<file path="src/rtl/mac_dot_sequencer_if.sv">
// Host and MAC-side signal bundle for mac_dot_sequencer.
// slave is the sequencer's view; master is the host plus the top_mac side.
interface mac_dot_sequencer_if #(
  parameter int N_MAX = 16,
  parameter int DW    = 8,
  parameter int ACCW  = 22
);
  localparam int AW = $clog2(N_MAX);

  logic            load_en;
  logic [AW-1:0]   load_addr;
  logic [DW-1:0]   load_a;
  logic [DW-1:0]   load_b;
  logic [AW:0]     len;
  logic            start;
  logic            busy;
  logic            err;
  logic            done;
  logic [ACCW-1:0] result;
  logic            mac_clr;
  logic [DW-1:0]   mac_a;
  logic [DW-1:0]   mac_b;
  logic [ACCW-1:0] mac_y;

  modport slave (
    input  load_en, load_addr, load_a, load_b, len, start, mac_y,
    output busy, err, done, result, mac_clr, mac_a, mac_b
  );

  modport master (
    output load_en, load_addr, load_a, load_b, len, start, mac_y,
    input  busy, err, done, result, mac_clr, mac_a, mac_b
  );
endinterface

</file>
<file path="src/rtl/mac_dot_sequencer.sv">
// Streams two stored operand vectors into top_mac and captures the accumulated dot product.
// Outputs are registered from the current state, so they trail the state register by one cycle.
module mac_dot_sequencer #(
  parameter int N_MAX   = 16,
  parameter int DW      = 8,
  parameter int ACCW    = 22,
  parameter int MAC_LAT = 1
) (
  input  logic               clk,
  input  logic               rst,
  mac_dot_sequencer_if.slave bus
);
  localparam int AW = $clog2(N_MAX);
  localparam logic [AW:0] LEN_MAX    = (AW+1)'(N_MAX);
  localparam logic [AW:0] DRAIN_LAST = (AW+1)'(MAC_LAT - 1);

  typedef enum logic [2:0] {IDLE, CLEAR, STREAM, DRAIN, DONE} state_e;

  state_e          state_q, state_d;
  logic [AW:0]     cnt_q, cnt_d;
  logic [AW:0]     len_q, len_d;
  logic [DW-1:0]   mem_a_q [N_MAX];
  logic [DW-1:0]   mem_b_q [N_MAX];

  logic            busy_q, busy_d;
  logic            err_q, err_d;
  logic            done_q, done_d;
  logic [ACCW-1:0] result_q, result_d;
  logic            mac_clr_q, mac_clr_d;
  logic [DW-1:0]   mac_a_q, mac_a_d;
  logic [DW-1:0]   mac_b_q, mac_b_d;

  logic len_ok, idle_free, accept, wr_en;

  // The done cycle is already IDLE in state_q but still busy, so starts wait one more cycle.
  assign idle_free = (state_q == IDLE) && !busy_q;
  assign len_ok    = (bus.len != '0) && (bus.len <= LEN_MAX);
  assign accept    = bus.start && idle_free && len_ok;
  assign wr_en     = bus.load_en && (state_q == IDLE) && ({1'b0, bus.load_addr} < LEN_MAX);

  always_ff @(posedge clk) begin
    if (!rst) begin
      for (int i = 0; i < N_MAX; i++) begin
        mem_a_q[i] <= '0;
        mem_b_q[i] <= '0;
      end
    end else if (wr_en) begin
      mem_a_q[bus.load_addr] <= bus.load_a;
      mem_b_q[bus.load_addr] <= bus.load_b;
    end
  end

  always_ff @(posedge clk) begin
    if (!rst) begin
      state_q   <= IDLE;
      cnt_q     <= '0;
      len_q     <= '0;
      busy_q    <= 1'b0;
      err_q     <= 1'b0;
      done_q    <= 1'b0;
      result_q  <= '0;
      mac_clr_q <= 1'b0;
      mac_a_q   <= '0;
      mac_b_q   <= '0;
    end else begin
      state_q   <= state_d;
      cnt_q     <= cnt_d;
      len_q     <= len_d;
      busy_q    <= busy_d;
      err_q     <= err_d;
      done_q    <= done_d;
      result_q  <= result_d;
      mac_clr_q <= mac_clr_d;
      mac_a_q   <= mac_a_d;
      mac_b_q   <= mac_b_d;
    end
  end

  always_comb begin
    state_d = state_q;
    cnt_d   = cnt_q;
    len_d   = len_q;
    unique case (state_q)
      IDLE: begin
        if (accept) begin
          state_d = CLEAR;
          cnt_d   = '0;
          len_d   = bus.len;
        end
      end
      CLEAR: begin
        state_d = STREAM;
        cnt_d   = '0;
      end
      STREAM: begin
        if (cnt_q == len_q - 1'b1) begin
          state_d = DRAIN;
          cnt_d   = '0;
        end else begin
          cnt_d = cnt_q + 1'b1;
        end
      end
      DRAIN: begin
        if (cnt_q == DRAIN_LAST) begin
          state_d = DONE;
          cnt_d   = '0;
        end else begin
          cnt_d = cnt_q + 1'b1;
        end
      end
      DONE:    state_d = IDLE;
      default: state_d = IDLE;
    endcase
  end

  always_comb begin
    busy_d    = accept || (busy_q && !done_q);
    err_d     = bus.start && idle_free && !len_ok;
    done_d    = (state_q == DONE);
    result_d  = (state_q == DONE) ? bus.mac_y : result_q;
    mac_clr_d = (state_q == CLEAR);
    mac_a_d   = '0;
    mac_b_d   = '0;
    if (state_q == STREAM) begin
      mac_a_d = mem_a_q[cnt_q[AW-1:0]];
      mac_b_d = mem_b_q[cnt_q[AW-1:0]];
    end
  end

  assign bus.busy    = busy_q;
  assign bus.err     = err_q;
  assign bus.done    = done_q;
  assign bus.result  = result_q;
  assign bus.mac_clr = mac_clr_q;
  assign bus.mac_a   = mac_a_q;
  assign bus.mac_b   = mac_b_q;
endmodule

</file>
<file path="src/flat_wrapper.sv">
// flat-port wrapper written by rule: the top's interface ports become plain ports
module mac_dot_sequencer_flat 
#(
  parameter int N_MAX   = 16,
  parameter int DW      = 8,
  parameter int ACCW    = 22,
  parameter int MAC_LAT = 1
)
  (clk, rst, bus_load_en, bus_load_addr, bus_load_a, bus_load_b, bus_len, bus_start, bus_mac_y, bus_busy, bus_err, bus_done, bus_result, bus_mac_clr, bus_mac_a, bus_mac_b);
  mac_dot_sequencer_if #(.N_MAX(N_MAX), .DW(DW), .ACCW(ACCW)) bus_i ();
  input  logic clk;
  input  logic rst;
  input wire logic [$bits(bus_i.load_en)-1:0] bus_load_en;
  input wire logic [$bits(bus_i.load_addr)-1:0] bus_load_addr;
  input wire logic [$bits(bus_i.load_a)-1:0] bus_load_a;
  input wire logic [$bits(bus_i.load_b)-1:0] bus_load_b;
  input wire logic [$bits(bus_i.len)-1:0] bus_len;
  input wire logic [$bits(bus_i.start)-1:0] bus_start;
  input wire logic [$bits(bus_i.mac_y)-1:0] bus_mac_y;
  output wire logic [$bits(bus_i.busy)-1:0] bus_busy;
  output wire logic [$bits(bus_i.err)-1:0] bus_err;
  output wire logic [$bits(bus_i.done)-1:0] bus_done;
  output wire logic [$bits(bus_i.result)-1:0] bus_result;
  output wire logic [$bits(bus_i.mac_clr)-1:0] bus_mac_clr;
  output wire logic [$bits(bus_i.mac_a)-1:0] bus_mac_a;
  output wire logic [$bits(bus_i.mac_b)-1:0] bus_mac_b;
  assign bus_i.load_en = bus_load_en;
  assign bus_i.load_addr = bus_load_addr;
  assign bus_i.load_a = bus_load_a;
  assign bus_i.load_b = bus_load_b;
  assign bus_i.len = bus_len;
  assign bus_i.start = bus_start;
  assign bus_i.mac_y = bus_mac_y;
  assign bus_busy = bus_i.busy;
  assign bus_err = bus_i.err;
  assign bus_done = bus_i.done;
  assign bus_result = bus_i.result;
  assign bus_mac_clr = bus_i.mac_clr;
  assign bus_mac_a = bus_i.mac_a;
  assign bus_mac_b = bus_i.mac_b;
  mac_dot_sequencer #(.N_MAX(N_MAX), .DW(DW), .ACCW(ACCW), .MAC_LAT(MAC_LAT)) u_core (.clk(clk), .rst(rst), .bus(bus_i));
endmodule
</file>
<file path="config.mk">
export PLATFORM = sky130hd
export DESIGN_NAME = mac_dot_sequencer_flat
export DESIGN_NICKNAME = d
export VERILOG_FILES = /design/src/rtl/mac_dot_sequencer_if.sv /design/src/rtl/mac_dot_sequencer.sv /design/src/flat_wrapper.sv
export SDC_FILE = /design/constraint.sdc
export NUM_CORES = 1
export LEC_CHECK = 0
export ABC_CLOCK_PERIOD_IN_PS = 4100
export BUFFER_PORTS_ARGS = -buffer_cell sky130_fd_sc_hd__buf_2
export CELL_PAD_IN_SITES_DETAIL_PLACEMENT = 1
export CELL_PAD_IN_SITES_GLOBAL_PLACEMENT = 1
export CORE_ASPECT_RATIO = 1.2
export CORE_MARGIN = 2
export CORE_UTILIZATION = 51
export DETAILED_ROUTE_END_ITERATION = 6
export PLACE_DENSITY = 0.76
export SYNTH_ARGS = -nofsm -noshare
export SYNTH_HDL_FRONTEND = slang
export SYNTH_SLANG_ARGS = --single-unit
</file>
<file path="constraint.sdc">
create_clock -name clk -period 4.1 [get_ports clk]
set_input_delay 1.23 -clock clk [delete_from_list [all_inputs] [get_ports clk]]
set_output_delay 1.23 -clock clk [all_outputs]
set_load 0.02 [all_outputs]
</file>
## Word-level counts from Yosys, hierarchy flattened

Memories as Yosys holds them, arrays and structs flattened. A register that Yosys moved wholly into a read port is not among the register bits.
Cells that the tools add are included.

| word-level totals | value |
|---|---|
| RAM bits | 256 |
| input bits | 51 |
| word-level logic and storage cells | 62 |
| memories | 2 |
| output and inout port bits | 42 |
| flip-flop bits (word level) | 39 |

Memory list:

| name | words | width | rd ports | clocked after memory_dff | write ports | RTL line | RTL |
|---|---|---|---|---|---|---|---|
| u_core.mem_a_q | 16 | 8 | 1 | 1 | 16 | mac_dot_sequencer.sv:22 | `logic [DW-1:0] mem_a_q [N_MAX];` |
| u_core.mem_b_q | 16 | 8 | 1 | 1 | 16 | mac_dot_sequencer.sv:23 | `logic [DW-1:0] mem_b_q [N_MAX];` |

| operators by class | value |
|---|---|
| order comparisons | 1 |
| add/sub/neg operators | 2 |
| multiplexer cells | 18 |
| reduce and logical (&&, ||, !) cells | 23 |
| equality and inequality tests | 8 |

Operators with widths:

| kind | number |
|---|---|
| case mux 5 bit (4 select lines) | 1 |
| 2-to-1 mux 8 bit | 2 |
| OR reduction 8 bit | 2 |
| 2-to-1 mux 5 bit | 3 |
| case mux 3 bit (4 select lines) | 1 |
| 2-to-1 mux 3 bit | 3 |
| 2-to-1 mux 4 bit | 2 |
| logical AND 1 bit | 7 |
| equality test 3 x 2 -> 1 bit (second input constant) | 2 |
| 2-to-1 mux 1 bit | 6 |
| inequality test 2 x 1 -> 1 bit (second input constant) | 3 |
| AND reduction 2 bit | 3 |
| adder 5 x 1 -> 5 bit (second input constant) | 1 |
| equality test 5 bit | 1 |
| <= comparator 5 bit (second input constant) | 1 |
| zero test 1 bit | 5 |
| zero test 5 bit | 1 |
| nonzero test 5 bit | 1 |
| subtractor 5 x 1 -> 5 bit (second input constant) | 1 |
| nonzero test 4 bit | 1 |
| equality test 3 x 1 -> 1 bit (second input constant) | 1 |
| equality test 3 bit (second input constant) | 1 |
| zero test 3 bit | 1 |
| AND reduction 3 bit | 1 |
| logical OR 1 bit | 1 |

## Longest topological paths before layout

Gate-level depths: netlist (run 1).

| depth | value |
|---|---|
| depth after elaboration | 7 |
| depth in mapped cells | 10 |
| gate-level depth less buffers | 7 |

## Worst setup path after synthesis (run 1)

OpenSTA, ideal clock, no wires.

| path | value |
|---|---|
| kind | input-to-reg |
| start point | in bus_load_addr[3] |
| end point | mem u_core.mem_a_q[9][0] (enable) |
| buffers on the path | 1 |
| slack | 0.705 ns |
| cell stages on the path | 4 |
| library setup time | 0.411 ns |
| required time | 3.689 ns |
| arrival time | 2.984 ns |
| cells stage by stage | inv_1 -> or3_1 -> buf_2 -> o21ai_0 |

RTL lines:

| element | RTL line | RTL |
|---|---|---|
| start: declaration | flat_wrapper.sv:14 | `input wire logic [$bits(bus_i.load_addr)-1:0] bus_load_addr;` |
| end: declaration | mac_dot_sequencer.sv:22 |  |

==> flow_summary_export.csv, run 1 <==
group,metric,value,unit
pwr,p_int,5.95,mW
layout,final_cell_count_no_fill,1369,
clocking,cts_buffers,34,
global_route,antenna_found_initial,1,
critical_path,cp.arrival,3.17,ns
pwr,combPwrFrac,12.9,%
layout,post-route-util,59.3,%
route,via_per_inst,5.68,
global_route,track_usage,23.6,%
synthesis,ys.flop_type,"edfxtp_1",
sta,clock_skew,0.0209,ns
clocking,htree_levels,2,
critical_path,cp_max_fo,18,
synthesis,synth_edf_count,256,
flow_run,maxCapViolations,0,
synthesis,synth.most_common_cell,"and2_1",
sta,rsz0062_at_grt,"false",
synthesis,synth-seq-cells,311,
pwr,clockPowerShare,39.1,%
layout,fillCellCount,2491,
synthesis,ys_types,45,
route,drt_iter0_markers,469,
place,portBuffers,92,
global_route,grt_pass1_wl,50300,µm
pwr,power_density,502,nW/µm²
place,hpwl,21600,µm
layout,antenna_cells,0,
clocking,cts_setup_buffers,0,
route,drc,0,
layout,seqCellArea,8800,µm²
pwr,ir_drop,0.000338,V
synthesis,ys.warnings.count,0,
global_route,use_met2,43.1,%
floorplanning,dieArea,28300,µm²
clocking,clock_path_buffers,3,
pwr,p_switching,1.90,mW
sta,slew_viol_final,0,
clocking,root_buffer,"clkbuf_16",
pwr,swShare,24.2,%
global_route,busiest_layer,"met2",
place,dpl_worst_slack,0.613,ns
sta,period_share,74.0,%
synthesis,synth_common_cells,"and2_1, edfxtp_1, mux4_2, dfxtp_1, nand2_1",
synthesis,netlist.area_leader.share,55.8,%
place,place_inst,1308,
critical_path,worst_setup_path_end_kind,"register",
global_route,grt_pass1_vias,8498,
synthesis,ys_seq_area_share,63.8,%
layout,drive_above_1_share,25.5,%
critical_path,required,4.23,ns
critical_path,start_kind,"input pin",
floorplanning,die_x,154,µm
clocking,cts_resized,0,
run_status,status,"complete, no violations",
synthesis,synth_largest_area_cell,"edfxtp_1",
sta,fin_ws,1.06,ns
sta,fmax,329,MHz
sta,final.setup.tns,0,ns
route,totalWireLength,32200,µm
clocking,cts_sinks,311,
synthesis,synth.area.top_cells,"edfxtp_1, mux4_2, and2_1",
clocking,hold_buffers,0,
synthesis,syn_inst,925,
synthesis,synth_nets,979,
synthesis,synthArstFlopShare,0,%
worst_hold_path,worstHoldPathType,"register to register",
floorplanning,core,26400,µm²
sta,period_minus_slack,3.04,ns
clocking,insertion_delay,0.52,ns
global_route,grt_overflow_total,0,
sta,setup_viol,0,
pwr,leakage,5.80,nW
sta,slew-limit-headroom,20.8,%
synthesis,avgSynthCellArea,14.9,µm²
synthesis,syn_area,13800,µm²
floorplanning,initial_utilization,52.1,%
clocking,clk_pin_slew_worst_paths,0.06,ns
floorplanning,rows,65,
floorplanning,die_y,184,µm
sta,hold_violations,0,
layout,multi_input_area,4640,µm²
floorplanning,io_pins,93,
layout,fin_nets,1063,
clocking,cts_tree,"done",
global_route,grt_max_degree,70,
sta,worstMarginPinSlew,1.19,ns
route,post_drt_wl_per_cell,23.5,µm
route,via_count,7771,
layout,areaGrowthSynthToFinish,13.7,%
critical_path,critical_path_class,"input pin to register",
pwr,pwr-share-seq,48.1,%
pwr,total_power,7.86,mW
route,dr.pass1.iters,5,
global_route,use_met1,28.5,%
route,antenna_left,0,
global_route,grt_util_met3,3.89,%
place,gp_congestion,0.742,
==> final cells by class <==
cell class | count | share of cell area [%]
well taps | 335 | 2.68
multi-input cells | 539 | 29.6
flip-flops and latches | 311 | 56.2
inverters | 6 | 0.144
repair buffers | 117 | 4.14
clock buffers | 50 | 6.76
clock inverters | 11 | 0.479
==> worst max-delay path, cell delays in order <==
cell and delay [ns]:
buf_2 0.27, nand3_1 0.18, or3_1 0.53, nor3_4 0.21
nand2b_1 0.73
==> metal layers <==
layer	up-vias	part of all wire, %	routed length (µm)
li1	3515	-	-
met1	3981	40	12800
met2	216	53	17000
met3	57	4.8	1560
met4	2	2.5	816
met5	-	0.040	13
==> cells in the final DEF, fill, tap and decap left out, drive strengths merged, types with 4 or more instances in the layout <==
| cell | n |
|---|---|
| a21boi | 27 |
| and2 | 258 |
| buf | 117 |
| clkbuf | 50 |
| clkinv | 9 |
| dfxtp | 55 |
| edfxtp | 256 |
| inv | 7 |
| mux2i | 5 |
| mux4 | 80 |
| nand2 | 50 |
| nand2b | 13 |
| nand3 | 6 |
| nor2 | 20 |
| nor2b | 21 |
| nor3 | 8 |
| o21ai | 18 |
| xnor2 | 4 |
| xor2 | 4 |
==> metrics by stage <==
step	area, µm²	hold WS, ns
6_report	15700	0.463
4_1_cts	15700	0.469
5_1_grt	15700	0.485
3_3_place_gp	14500	0.447
2_1_floorplan	13800	0.506
3_5_place_dp	14500	0.461
==> power groups by stage <==
stage | logic [mW] | clock network, mW | registers, mW
2_1_floorplan | 0.853 | 0 | 3.69
3_3_place_gp | 0.990 | 0 | 3.84
3_5_place_dp | 1.01 | 0 | 3.85
6_report | 1.01 | 3.07 | 3.78
4_1_cts | 1.02 | 3.13 | 3.79
5_1_grt | 1.08 | 3.23 | 3.81
==> flip-flops by register name, summed over array words and instances, names as in the netlist <==
signal,count
u_core.cnt_q,5
u_core.mem_a_q,128
u_core.bus.mac_b,8
u_core.mem_b_q,128
u_core.bus.mac_a,8
u_core.bus.done,1
u_core.bus.result,22
u_core.bus.mac_clr,1
u_core.bus.err,1
u_core.bus.busy,1
u_core.state_q,3
u_core.len_q,5
==> cells by family after synthesis <==
logic type / synth area share [%]
flip-flops: 63.8
adder cells (fa/ha/maj): 0.273
AND/OR/NAND/NOR: 16.9
multiplexers: 13.4
XOR/XNOR: 0.509
buffers and inverters: 2.49
AO/OA/AOI/OAI: 2.59
==> final timing paths <==
kind	cells after the start	slack, ns	from	end
max	5	1.06	rst	u_core.mem_b_q[8][2]$_SDFFCE_PN0P_
min	2	0.46	u_core.bus.result[14]$_SDFFE_PN0P_	u_core.bus.result[14]$_SDFFE_PN0P_
max reg2reg	4	1.22	u_core.cnt_q[0]$_SDFFE_PN0P_	u_core.bus.mac_b[7]$_SDFF_PN0_
min reg2reg	2	0.46	u_core.bus.result[14]$_SDFFE_PN0P_	u_core.bus.result[14]$_SDFFE_PN0P_
Power figures use the tool's default switching activity.
==> inputs of run 2 (changes only) <==
--- a/config.mk
+++ b/config.mk
@@ -5,15 +5,16 @@
 export SDC_FILE = /design/constraint.sdc
 export NUM_CORES = 1
 export LEC_CHECK = 0
-export ABC_CLOCK_PERIOD_IN_PS = 4100
+export ABC_AREA = 1
+export ABC_CLOCK_PERIOD_IN_PS = 3000
 export BUFFER_PORTS_ARGS = -buffer_cell sky130_fd_sc_hd__buf_2
 export CELL_PAD_IN_SITES_DETAIL_PLACEMENT = 1
 export CELL_PAD_IN_SITES_GLOBAL_PLACEMENT = 1
 export CORE_ASPECT_RATIO = 1.2
 export CORE_MARGIN = 2
-export CORE_UTILIZATION = 51
+export CORE_UTILIZATION = 47
 export DETAILED_ROUTE_END_ITERATION = 6
-export PLACE_DENSITY = 0.76
+export PLACE_DENSITY = 0.75
 export SYNTH_ARGS = -nofsm -noshare
 export SYNTH_HDL_FRONTEND = slang
 export SYNTH_SLANG_ARGS = --single-unit
==> constraint.sdc (replaced) <==
create_clock -name clk -period 3 [get_ports clk]
set_input_delay 0.9 -clock clk [delete_from_list [all_inputs] [get_ports clk]]
set_output_delay 0.9 -clock clk [all_outputs]
set_load 0.02 [all_outputs]
==> flow_summary_export.csv, run 2 <==
group,metric,value,unit
pwr,total_power,11.2,mW
critical_path,critPathSlowestCell,"dfxtp_1",
layout,drive_above_1_share,14.6,%
critical_path,critical_path_class,"register to register",
critical_path,worst_setup_path_end_kind,"register",
pwr,clockPowerShare,35.9,%
critical_path,critical_path_buf_inv_count,2,
run_status,status,"complete, no violations",
synthesis,ys_types,30,
floorplanning,die_y,190,µm
layout,post-route-util,54.9,%
route,drc,0,
layout,fillCellCount,3122,
clocking,cts_resized,0,
sta,fin_ws,0.859,ns
critical_path,required,3.22,ns
synthesis,synth.most_common_cell,"nor2_1",
synthesis,synth_common_cells,"nor2_1, edfxtp_1, o21ai_0, nand2_1, inv_1",
critical_path,path_common_cell,"nand2_1",
route,drt_iter0_markers,783,
route,via_count,10400,
floorplanning,io_pins,93,
sta,setup_viol,0,
pwr,power_density,726,nW/µm²
layout,seqCellArea,8790,µm²
place,dpl_worst_slack,0.503,ns
route,post_drt_wl_per_cell,21.2,µm
flow_run,maxCapViolations,0,
sta,clock_skew,0.0162,ns
worst_hold_path,min_from,"u_core.bus.result[5]$_SDFFE_PN0P_",
synthesis,synth_edf_count,256,
layout,antenna_cells,0,
layout,most-common-layout-cells,"nor2_1, edfxtp_1, o21ai_0, nand2_1, buf_2",
worst_hold_path,worstHoldPathType,"register to register",
synthesis,netlist.area_leader.share,57.0,%
synthesis,synth-seq-cells,311,
layout,fin_area,15400,µm²
sta,period_share,71.4,%
sta,slew-limit-headroom,39.1,%
place,place_inst,1796,
pwr,ir_drop,0.000527,V
synthesis,ys.warnings.count,0,
pwr,p_switching,3.38,mW
layout,multi_input_area,4020,µm²
sta,rsz0062_at_grt,"false",
synthesis,ys_seq_area_share,65.2,%
place,place_area,14400,µm²
clocking,clk_pin_slew_worst_paths,0.06,ns
global_route,grt_max_degree,133,
sta,hold_violations,0,
synthesis,avgSynthCellArea,9.85,µm²
worst_hold_path,min_to,"u_core.bus.result[5]$_SDFFE_PN0P_",
critical_path,cp.arrival,2.36,ns
synthesis,synth_nets,1423,
sta,period_minus_slack,2.14,ns
worst_hold_path,min_path_cells,2,
place,hpwl,24900,µm
floorplanning,initial_utilization,48.0,%
route,via_per_inst,5.60,
place,portBuffers,92,
synthesis,synthArstFlopShare,0,%
sta,slew_viol_final,0,
sta,fmax,467,MHz
floorplanning,core,28100,µm²
critical_path,crit_chain,"nor2_2 > nand2_1 > inv_2 > nand3_4 > nor3_4 > nand2_2 > nand2_1 > buf_4",
layout,layout_commonest_cell,"nor2_1",
critical_path,rr_endpoint,"u_core.mem_b_q[6][4]$_SDFFCE_PN0P_",
floorplanning,rows,67,
critical_path,r2r_slack,0.86,ns
critical_path,start_kind,"register",
sta,hold_ws,0.475,ns
layout,final_cell_count_no_fill,1856,
pwr,leakage,6.29,nW
pwr,p_int,7.82,mW
floorplanning,dieArea,30100,µm²
global_route,track_usage,26.7,%
clocking,cts_buffers,34,
route,totalWireLength,39300,µm
clocking,root_buffer,"clkbuf_16",
global_route,grt_overflow_total,0,
synthesis,synth.area.top_cells,"edfxtp_1, nor2_1, dfxtp_1",
floorplanning,die_x,159,µm
synthesis,synth_largest_area_cell,"edfxtp_1",
pwr,combPwrFrac,19.6,%
clocking,cts_tree,"done",
global_route,grt_pass1_vias,10900,
critical_path,reg2regPathDepth,8,
clocking,hold_buffers,0,
place,gp_congestion,0.829,
sta,worstMarginPinSlew,0.912,ns
critical_path,cp_top_family,"simple AND/OR/NAND/NOR gates",
clocking,cts_setup_buffers,0,
layout,fin_nets,1507,
synthesis,ys.flop_type,"edfxtp_1",
clocking,cts_sinks,311,
global_route,grt_pass1_wl,60400,µm
route,antenna_left,0,
layout,areaGrowthSynthToFinish,14.3,%
pwr,pwr-share-seq,44.5,%
sta,final.setup.tns,0,ns
synthesis,syn_area,13500,µm²
pwr,swShare,30.1,%
critical_path,cp_slowest_stage_delay,0.35,ns
clocking,clock_path_buffers,3,
route,dr.pass1.iters,6,
synthesis,syn_inst,1369,
clocking,htree_levels,2,
critical_path,cp_max_fo,9,
global_route,antenna_found_initial,0,
critical_path,reg2reg_from,"u_core.state_q[0]$_SDFFE_PN0P_",
clocking,insertion_delay,0.52,ns
run 2: changes by cell type after synthesis, moves of 23 or more:
cell / change
and2_1: -257
a21boi_0: -26
nand2_1: +61
nor2_1: +469
nand3_1: +23
o22ai_1: +32
o211ai_1: +31
o21ai_0: +142
mux4_2: -80
inv_1: +51
run 2: final cells by class:
type,instances,share of cell area [%]
sequential,311,57.0
multi-input combinational,906,26.1
clock buffer,41,5.89
timing repair buffer,141,5.53
tap,379,3.08
inverter,59,1.44
clock inverter,19,0.933
run 2: how the worst max path moves through the flow:
stage / startpoint / endpoint / slack (ns) / cells after the start
after floorplan: rst / u_core.mem_a_q[7][0]$_SDFFCE_PN0P_ / 0.52 / 6
after global placement: rst / u_core.mem_a_q[0][4]$_SDFFCE_PN0P_ / 0.56 / 6
after detailed placement: rst / u_core.mem_b_q[5][4]$_SDFFCE_PN0P_ / 0.50 / 6
after CTS: u_core.state_q[0]$_SDFFE_PN0P_ / u_core.mem_b_q[6][6]$_SDFFCE_PN0P_ / 0.85 / 8
after global routing: u_core.state_q[0]$_SDFFE_PN0P_ / u_core.mem_b_q[6][6]$_SDFFCE_PN0P_ / 0.72 / 8
final: u_core.state_q[0]$_SDFFE_PN0P_ / u_core.mem_b_q[6][4]$_SDFFCE_PN0P_ / 0.86 / 8
run 2: cells by family (layout without fill, tap and decap cells):
family,Yosys count,in the layout,share of synthesized area (%)
AOI/OAI and AO/OA,251,251,10.3
xor gates and xnor gates,2,2,0.130
adders and majority gates,3,3,0.278
buffers and inverters,152,260,5.01
DFF,311,311,65.2
and+or+nand+nor,650,650,19.1
run 2: tightest hold or removal path, cell delays in order, from the launching register on:
cell and delay (ns):
dfxtp_1 0.32, nor2_1 0.04, nor2_1 0.08
run 2: layer usage:
layer	share of wire, %	vias to the layer above	track usage (%)
met1	40	5182	33.5
met4	3.5	0	10.3
li1	-	4785	-
met3	5.7	91	3.69
met5	0	-	0
met2	50	339	46.5
run 2: power groups by stage:
stage               sequential, mW  combinational [mW]  clock [mW]
floorplan                     5.10                1.38           0
global placement              5.06                2.13           0
detailed placement            5.07                2.19           0
CTS                           4.99                2.21        4.07
global route                  5.01                2.44        4.24
finish                        4.99                2.20        4.02
